===== src/rtl/uart_pkg.sv =====
// uart_pkg: definitions shared by the UART transmitter and receiver.
//   UART_NBITS     - default data bits per frame
//   UART_OS_TICKS  - default oversample ticks per bit
//   uart_tx_state_t - transmitter FSM states
//   cnt_width()    - counter width for a modulus, never below 1 bit
package uart_pkg;

   localparam int unsigned UART_NBITS    = 8;
   localparam int unsigned UART_OS_TICKS = 16;

   typedef enum logic [2:0] {
      StIdle,
      StStart,
      StData,
      StParity,
      StStop
   } uart_tx_state_t;

   function automatic int unsigned cnt_width(input int unsigned n);
      return (n > 1) ? $clog2(n) : 1;
   endfunction

endpackage


===== src/rtl/uart_tx_core_if.sv =====
// uart_tx_core_if: transmit FIFO read port (first-word-fall-through).
//   fifo_empty - FIFO empty flag
//   fifo_dout  - head word, valid whenever fifo_empty is low
//   fifo_rd    - one-cycle pop strobe
// Modports: master = transmitter (pops), slave = FIFO.
interface uart_tx_core_if #(
   parameter int unsigned NBITS = 8
);

   logic             fifo_empty;
   logic [NBITS-1:0] fifo_dout;
   logic             fifo_rd;

   modport master (
      input  fifo_empty,
      input  fifo_dout,
      output fifo_rd
   );

   modport slave (
      output fifo_empty,
      output fifo_dout,
      input  fifo_rd
   );

endinterface


===== src/rtl/uart_baud_tick.sv =====
// uart_baud_tick: divides clk by CLK_DIV into a one-cycle tick.
//   clk   - clock, rising edge
//   rst_n - asynchronous active-low reset
//   clear - synchronous clear; the first tick after release comes CLK_DIV cycles later
//   tick  - one-cycle pulse every CLK_DIV cycles (every cycle when CLK_DIV = 1)
module uart_baud_tick
   import uart_pkg::*;
#(
   parameter int unsigned CLK_DIV = 16
) (
   input  logic clk,
   input  logic rst_n,
   input  logic clear,
   output logic tick
);

   localparam int unsigned   DivW    = cnt_width(CLK_DIV);
   localparam logic [DivW-1:0] DivLast = DivW'(CLK_DIV - 1);

   logic [DivW-1:0] cnt_q, cnt_d;

   always_comb begin
      tick  = ~clear & (cnt_q == DivLast);
      cnt_d = cnt_q;
      if (clear || (cnt_q == DivLast)) begin
         cnt_d = '0;
      end else begin
         cnt_d = cnt_q + 1'b1;
      end
   end

   always_ff @(posedge clk or negedge rst_n) begin
      if (!rst_n) begin
         cnt_q <= '0;
      end else begin
         cnt_q <= cnt_d;
      end
   end

endmodule


===== src/rtl/uart_tx_core.sv =====
// uart_tx_core: UART transmitter, 1 start + NBITS data (LSB first) + 1 stop bit,
// each bit OS_TICKS*CLK_DIV clock cycles long. Pops bytes from a FWFT FIFO.
//   clk     - clock, rising edge
//   rst_n   - asynchronous active-low reset
//   fifo    - FIFO read port (uart_tx_core_if.master)
//   tx      - registered serial output, idle high
//   tx_busy - high from the pop cycle until the end of the stop bit
//   tx_done - one-cycle pulse in the last cycle of the stop bit
// Build option: define UART_TX_PARITY_EN to insert an even-parity bit before the stop bit.
module uart_tx_core
   import uart_pkg::*;
#(
   parameter int unsigned NBITS    = UART_NBITS,
   parameter int unsigned OS_TICKS = UART_OS_TICKS,
   parameter int unsigned CLK_DIV  = 16
) (
   input  logic                  clk,
   input  logic                  rst_n,
   uart_tx_core_if.master        fifo,
   output logic                  tx,
   output logic                  tx_busy,
   output logic                  tx_done
);

   localparam int unsigned     OsW     = cnt_width(OS_TICKS);
   localparam int unsigned     BitW    = cnt_width(NBITS);
   localparam logic [OsW-1:0]  OsLast  = OsW'(OS_TICKS - 1);
   localparam logic [BitW-1:0] BitLast = BitW'(NBITS - 1);

   uart_tx_state_t   state_q, state_d;
   logic [OsW-1:0]   os_q, os_d;
   logic [BitW-1:0]  bit_q, bit_d;
   logic [NBITS-1:0] shreg_q, shreg_d;
   logic             tx_q, tx_d;
   logic             tick;
   logic             bit_end;
   logic             pop;
`ifdef UART_TX_PARITY_EN
   logic             parity_q, parity_d;
`endif

   // Divider is held clear while idle, so it restarts from zero on every pop.
   uart_baud_tick #(
      .CLK_DIV (CLK_DIV)
   ) u_baud_tick (
      .clk   (clk),
      .rst_n (rst_n),
      .clear (state_q == StIdle),
      .tick  (tick)
   );

   assign bit_end = tick & (os_q == OsLast);

   always_comb begin
      state_d = state_q;
      os_d    = os_q;
      bit_d   = bit_q;
      shreg_d = shreg_q;
`ifdef UART_TX_PARITY_EN
      parity_d = parity_q;
`endif
      pop     = 1'b0;
      tx_done = 1'b0;

      if (tick) begin
         os_d = (os_q == OsLast) ? '0 : os_q + 1'b1;
      end

      case (state_q)
         StIdle: begin
            if (!fifo.fifo_empty) begin
               pop     = 1'b1;
               shreg_d = fifo.fifo_dout;
`ifdef UART_TX_PARITY_EN
               parity_d = ^fifo.fifo_dout;
`endif
               os_d    = '0;
               bit_d   = '0;
               state_d = StStart;
            end
         end
         StStart: begin
            if (bit_end) state_d = StData;
         end
         StData: begin
            if (bit_end) begin
               shreg_d = shreg_q >> 1;
               if (bit_q == BitLast) begin
                  bit_d = '0;
`ifdef UART_TX_PARITY_EN
                  state_d = StParity;
`else
                  state_d = StStop;
`endif
               end else begin
                  bit_d = bit_q + 1'b1;
               end
            end
         end
`ifdef UART_TX_PARITY_EN
         StParity: begin
            if (bit_end) state_d = StStop;
         end
`endif
         StStop: begin
            if (bit_end) begin
               tx_done = 1'b1;
               state_d = StIdle;
            end
         end
         default: state_d = StIdle;
      endcase

      // Line level follows the next state so tx is registered yet aligned with the FSM.
      case (state_d)
         StStart:  tx_d = 1'b0;
         StData:   tx_d = shreg_d[0];
`ifdef UART_TX_PARITY_EN
         StParity: tx_d = parity_d;
`endif
         default:  tx_d = 1'b1;
      endcase
   end

   always_ff @(posedge clk or negedge rst_n) begin
      if (!rst_n) begin
         state_q <= StIdle;
         os_q    <= '0;
         bit_q   <= '0;
         shreg_q <= '0;
         tx_q    <= 1'b1;
      end else begin
         state_q <= state_d;
         os_q    <= os_d;
         bit_q   <= bit_d;
         shreg_q <= shreg_d;
         tx_q    <= tx_d;
      end
   end

`ifdef UART_TX_PARITY_EN
   always_ff @(posedge clk or negedge rst_n) begin
      if (!rst_n) begin
         parity_q <= 1'b0;
      end else begin
         parity_q <= parity_d;
      end
   end
`endif

   // Pop is combinational from idle state; gating with rst_n keeps it quiet while in reset.
   assign fifo.fifo_rd = pop & rst_n;
   assign tx_busy      = (state_q != StIdle) | fifo.fifo_rd;
   assign tx           = tx_q;

endmodule


===== src/flat_wrapper.sv =====
// flat-port wrapper written by rule: the top's interface ports become plain ports
module uart_tx_core_flat import uart_pkg::*;
#(
   parameter int unsigned NBITS    = UART_NBITS,
   parameter int unsigned OS_TICKS = UART_OS_TICKS,
   parameter int unsigned CLK_DIV  = 16
)
  (clk, rst_n, tx, tx_busy, tx_done, fifo_fifo_empty, fifo_fifo_dout, fifo_fifo_rd);
  uart_tx_core_if #(.NBITS(NBITS)) fifo_i ();
  input  logic clk;
  input  logic rst_n;
  output logic tx;
  output logic tx_busy;
  output logic tx_done;
  input wire logic [$bits(fifo_i.fifo_empty)-1:0] fifo_fifo_empty;
  input wire logic [$bits(fifo_i.fifo_dout)-1:0] fifo_fifo_dout;
  output wire logic [$bits(fifo_i.fifo_rd)-1:0] fifo_fifo_rd;
  assign fifo_i.fifo_empty = fifo_fifo_empty;
  assign fifo_i.fifo_dout = fifo_fifo_dout;
  assign fifo_fifo_rd = fifo_i.fifo_rd;
  uart_tx_core #(.NBITS(NBITS), .OS_TICKS(OS_TICKS), .CLK_DIV(CLK_DIV)) u_core (.clk(clk), .rst_n(rst_n), .fifo(fifo_i), .tx(tx), .tx_busy(tx_busy), .tx_done(tx_done));
endmodule

===== config.mk =====
export PLATFORM = sky130hd
export DESIGN_NAME = uart_tx_core_flat
export DESIGN_NICKNAME = d
export VERILOG_FILES = /design/src/rtl/uart_pkg.sv /design/src/rtl/uart_tx_core_if.sv /design/src/rtl/uart_baud_tick.sv /design/src/rtl/uart_tx_core.sv /design/src/flat_wrapper.sv
export SDC_FILE = /design/constraint.sdc
export NUM_CORES = 1
export LEC_CHECK = 0
export CORE_MARGIN = 8
export CORE_UTILIZATION = 40
export CTS_BUF_LIST = sky130_fd_sc_hd__clkbuf_8
export DETAILED_ROUTE_END_ITERATION = 8
export PLACE_DENSITY = 0.57
export SKIP_LAST_GASP = 1
export SYNTH_ARGS = -nofsm -noshare
export SYNTH_HDL_FRONTEND = slang
export SYNTH_SLANG_ARGS = --single-unit
export TNS_END_PERCENT = 1

===== constraint.sdc =====
create_clock -name clk -period 1.7 [get_ports clk]
set_input_delay 0.34 -clock clk [delete_from_list [all_inputs] [get_ports clk]]
set_output_delay 0.34 -clock clk [all_outputs]
set_load 0.1 [all_outputs]

---- Word-level counts from Yosys, hierarchy flattened ----
Cells that the tools add are included.
word-level totals
  register bits after elaboration ......... 23
  input bits .............................. 11
cells by class
  $add $sub $neg .......................... 3
  equal/unequal tests ..................... 10
  bitwise logic cells ..................... 5
  reductions and logical operators ........ 5
  multiplexer cells ....................... 23
operator list
  cell                                            number
  two-way mux 3 bit                               8
  two-way mux 4 bit                               5
  two-way mux 8 bit                               2
  case mux 8 bit (2 select lines)                 1
  case mux 3 bit (4 select lines)                 1
  adder 4 x 1 -> 4 bit (second input constant)    2
  == test 4 bit (second input constant)           2
  == test 3 x 1 -> 1 bit (second input constant)  2
  == test 3 x 2 -> 1 bit (second input constant)  2
  == test 3 bit (second input constant)           2
  case mux 3 bit (2 select lines)                 1
  two-way mux 1 bit                               4
  adder 3 x 1 -> 3 bit (second input constant)    1
  bitwise AND 1 bit                               3
  logical NOT 3 bit                               1
  AND reduction 3 bit                             1
  nonzero test 3 bit                              1
  != test 2 x 1 -> 1 bit (second input constant)  1
  != test 2 bit (second input constant)           1
  case mux 1 bit (2 select lines)                 1
  nonzero test 2 bit                              1
  logical OR 1 bit                                1
  inverter 1 bit                                  1
  OR 1 bit                                        1

---- Logic depth before layout (Yosys ltp) ----
  word-level depth ........................ 8
  depth in mapped cells ................... 6
  mapped depth without buffers ............ 5

---- Hierarchy ----
A second synthesis with hierarchy kept.
second synthesis, totals
  cell total of the unflattened synthesis .. 100
  area total of the unflattened synthesis .. 1086.0 um^2
modules (own cells, without submodules)
  module          area each (um^2)  cells each  times used  sequential area each (um^2)
  uart_tx_core    910.9             85          1           476.7
  uart_baud_tick  175.2             15          1           100.1

---- Worst setup path after synthesis ----
OpenSTA, ideal clock, no wires.
  path type ............................... register -> output
  from .................................... register u_core.u_baud_tick.cnt_q[0]
  to ...................................... output port tx_done
  data arrival time ....................... 4.128 ns
  cell stages (with the launch flop) ...... 6
  path buffers ............................ 1
  setup slack ............................. -2.768 ns
  cells stage by stage .................... dfrtp_1 -> ha_1 -> and3_1 -> buf_2 -> nand3_1 -> nor4b_1
on the way
  longest elaborated chain between the ends .. 5
ends and longest elaborated chain
  element                   RTL line              text
  start: declaration        uart_baud_tick.sv:20  logic [DivW-1:0] cnt_q, cnt_d;
  start signal: assignment  uart_baud_tick.sv:36  cnt_q <= cnt_d;
  == test 4 bit             uart_baud_tick.sv:23  tick = ~clear & (cnt_q == DivLast);
  bitwise AND 1 bit         uart_baud_tick.sv:23
  bitwise AND 1 bit         uart_tx_core.sv:52    assign bit_end = tick & (os_q == OsLast);
  two-way mux 1 bit         uart_tx_core.sv:106   if (bit_end) begin
  two-way mux 1 bit         uart_tx_core.sv:69    case (state_q)
  end: declaration          flat_wrapper.sv:14    output logic tx_done;
No other way between the ends.

---- Worst setup path after layout ----
  from .................................... register u_core.state_q[0]
  to ...................................... output port tx_busy
on the way
  longest elaborated chain between the ends .. 4
ends and longest elaborated chain
  element                   RTL line             text
  start: declaration        uart_tx_core.sv:30   uart_tx_state_t state_q, state_d;
  start signal: assignment  uart_tx_core.sv:127  state_q <= StIdle;
  start signal: assignment  uart_tx_core.sv:133  state_q <= state_d;
  logical NOT 3 bit         uart_tx_core.sv:69
  two-way mux 1 bit         uart_tx_core.sv:69
  bitwise AND 1 bit         uart_tx_core.sv:152  assign fifo.fifo_rd = pop & rst_n;
  OR 1 bit *                uart_tx_core.sv:153  assign tx_busy = (state_q != StIdle) | fifo.fifo_rd;
  end: declaration          flat_wrapper.sv:13   output logic tx_busy;
Mark *: on every way between the ends. The rest lies on a longest branch, timed or not.

==> run_results.csv <==
group,metric,value,unit
timing,post-route-period-util,1.15,
placed_design,dp.final_hpwl,2.07,mm
cells_and_area,fin_util,0.605,
cts,worstSkewPairLatency,270,ps
logic_synthesis,synth-edff-count,0,
cells_and_area,fin_nets,172,
die,ios,15,
global_route,grt_max_degree,24,
global_route,antenna_found_initial,0,
timing,finalCriticalPeriod,1950,ps
global_route,grt_pass1_wl,4.63,mm
pwr,finalPower,1900,uW
logic_synthesis,synth_area_per_cell,10.5,sq um
drt,route.detailed.drc,0,
cts,cts_root_buf,"clkbuf_8",
die,start_util,0.425,
global_route,grt_pass1_vias,1026,
cts,holdBufCountCts,0,
logic_synthesis,synth_top_area_share,0.466,
timing,maxSlewViolCount,0,
worst_setup_path,worstSetupStartpointType,"flip-flop",
cts,cts.sinks,23,
timing,max_slew_margin,0.796,
cts,clockBufferDepth,2,
logic_synthesis,synth_top_family_by_area,"simple AND/OR/NAND/NOR gates",
timing,tightestPinTransition,305,ps
logic_synthesis,synthesis.area,0.00118,sq mm
logic_synthesis,synthTopCellsByArea,"dfrtp_1 (47%), nand3_1 (5.1%), nand2_1 (5.1%)",
timing,hold_viol,0,
logic_synthesis,synth_xor_area_frac,0.0222,
cts,cts_buffers,3,
logic_synthesis,ys_ff_latch,23,
worst_setup_path,r2r_start,"u_core.state_q[0]",
pwr,swShare,0.332,
logic_synthesis,yosysWarnings,0,
logic_synthesis,synth_common_cells,"dfrtp_1 (22), nand2_1 (16), nand3_1 (12)",
logic_synthesis,synth-simple-area-share,0.272,
cells_and_area,drive_above_1_share,0.353,
cells_and_area,diodes,0,
logic_synthesis,post-synth-top-area-cell,"dfrtp_1",
global_route,grt-ovfl-total,0,
die,core,0.00278,sq mm
timing,rsz0062_at_grt,"true",
cts,clkSlewWorstSetupHoldPaths,90,ps
logic_synthesis,synth_fa_ha_area_frac,0.0424,
status,violations,"negative setup slack",
worst_setup_path,crit_path_max_fanout,2,
drt,detail-route-antenna-nets,0,
drt,vias,1034,
timing,holdWs,493,ps
die,dieWidth,70.3,um
placed_design,place_ws,-72.7,ps
cells_and_area,area_delta_synth_final,42.4,%
logic_synthesis,seq_area_frac_synth,0.488,
placed_design,portBuffers,14,
logic_synthesis,yosysMostFrequentCell,"dfrtp_1",
worst_hold_path,hold_path.class,"input port to asynchronous set/reset pin",
timing,fmax,512,MHz
timing,setup_viol,3,
timing,setup_ws,-254,ps
worst_setup_path,worstSetupPathType,"flip-flop to output port",
status,status,"finished, violations left",
worst_setup_path,startpoint,"u_core.state_q[0]",
pwr,power_density,1130,mW/mm^2
drt,vias_per_cell,5.53,
pwr,p_seq_frac,0.447,
worst_setup_path,reg2reg_depth,6,
logic_synthesis,synth_mux_area_frac,0,
pwr,p_clk_frac,0.184,
logic_synthesis,ys.flop_type,"dfrtp_1",
worst_setup_path,cp-end-kind,"output port",
pwr,combPwrFrac,0.369,
pwr,vdd_drop_max,703,uV
die,fp.dieH,70.3,um
global_route,gr-usage-all-layers,0.112,
die,num_rows,19,
timing,skew,3.81,ps
drt,drtIter0Drc,40,
pwr,power_switching,631,uW
pwr,leakage,0.000754,uW
die,die-area,0.00495,sq mm
logic_synthesis,synth.net_count,128,
worst_setup_path,crit_required,1360,ps
logic_synthesis,synth_cell_type_count,37,
logic_synthesis,async_flop_share,1.00,
drt,dr.pass1.iters,4,
drt,wirelength,2.70,mm
cts,cts_tree,"done",
logic_synthesis,synth_compound_area_frac,0.137,
logic_synthesis,syn_inst,113,
timing,tns,-722,ps
placed_design,gp_congestion,0.751,
flow_run,maxCapViolCount,0,
drt,post_drt_wl_per_cell,14.4,um
pwr,internal-power,1270,uW
worst_setup_path,cp.arrival,1610,ps
cts,h-tree-depth,1,
## layer usage
metal / vias to the layer above / GRT usage / part of all wire
met3: 4 / 0.0353 / 0.049
met4: 0 / 0.0513 / 0.014
met1: 503 / 0.141 / 0.47
li1: 502 / - / -
met2: 25 / 0.170 / 0.46
met5: - / 0 / 0
## worst paths after layout
kind | end | slack [ps]
max reg2reg | u_core.shreg_q[5] | 90
min in group clk | u_core.shreg_q[3] | 510
max | tx_busy | -250
max in group asynchronous | u_core.tx | 930
min | u_core.state_q[2] | 490
min reg2reg | u_core.shreg_q[3] | 510
## state kept, by name, summed over array words and instances, names as in the netlist
register                  flops
u_core.bit_q                  3
u_core.os_q                   4
u_core.shreg_q                8
u_core.state_q                3
u_core.tx                     1
u_core.u_baud_tick.cnt_q      4
## layout make-up
class,instances,area (sq um)
clock buffer,3,41.3
clock inverter,1,5.00
fill,248,1100
multi-input combinational,85,614
sequential,23,577
tap,31,38.8
timing repair buffer,44,405
## power by group through the flow
stage          clock [uW]  sequential [uW]  combinational [uW]
2_1_floorplan           0              880                 368
3_3_place_gp            0              847                 652
3_5_place_dp            0              858                 678
4_1_cts               357              850                 705
5_1_grt               383              872                 776
6_report              351              851                 701
## cells in the final DEF (no fill, tap or decap), drive strengths merged, types with 2 or more instances in the layout
| cell type | n |
|---|---|
| nand4 | 2 |
| ha | 4 |
| or3 | 2 |
| clkdlybuf4s50 | 10 |
| a22oi | 7 |
| a31oi | 2 |
| o21ai | 8 |
| dfrtp | 22 |
| nor3 | 5 |
| nand2 | 16 |
| and3 | 3 |
| nor2 | 4 |
| a21oi | 3 |
| xnor2 | 2 |
| nand2b | 2 |
| nand3 | 12 |
| clkbuf | 3 |
| buf | 34 |
| or3b | 3 |
## cells by family (layout without fill, tap and decap cells)
logic type,count (synthesis),count (layout)
adders and majority gates,4,4
DFF,23,23
xor gates and xnor gates,3,3
buffers and inverters,5,48
AOI/OAI and AO/OA,24,24
and+or+nand+nor,54,54
## what timing repair did
item / CTS / global route
buffers inserted: 1 / 0
endpoints found under the setup margin: 3 / 6
gates resized for setup: 5 / 0
pin swaps: 2 / 1
## critical path, stage by stage, from the launching register on
cell	delay, ps
dfrtp_1	390
or3_4	410
nor2_4	100
and2_4	160
nand2b_4	120
buf_12	170
## through the flow
stage	instance area, sq um	cells
2_1_floorplan	1230	113
3_3_place_gp	1610	182
3_5_place_dp	1610	182
4_1_cts	1680	187
5_1_grt	1680	187
6_report	1680	187
(Power assumes the default switching activity.)
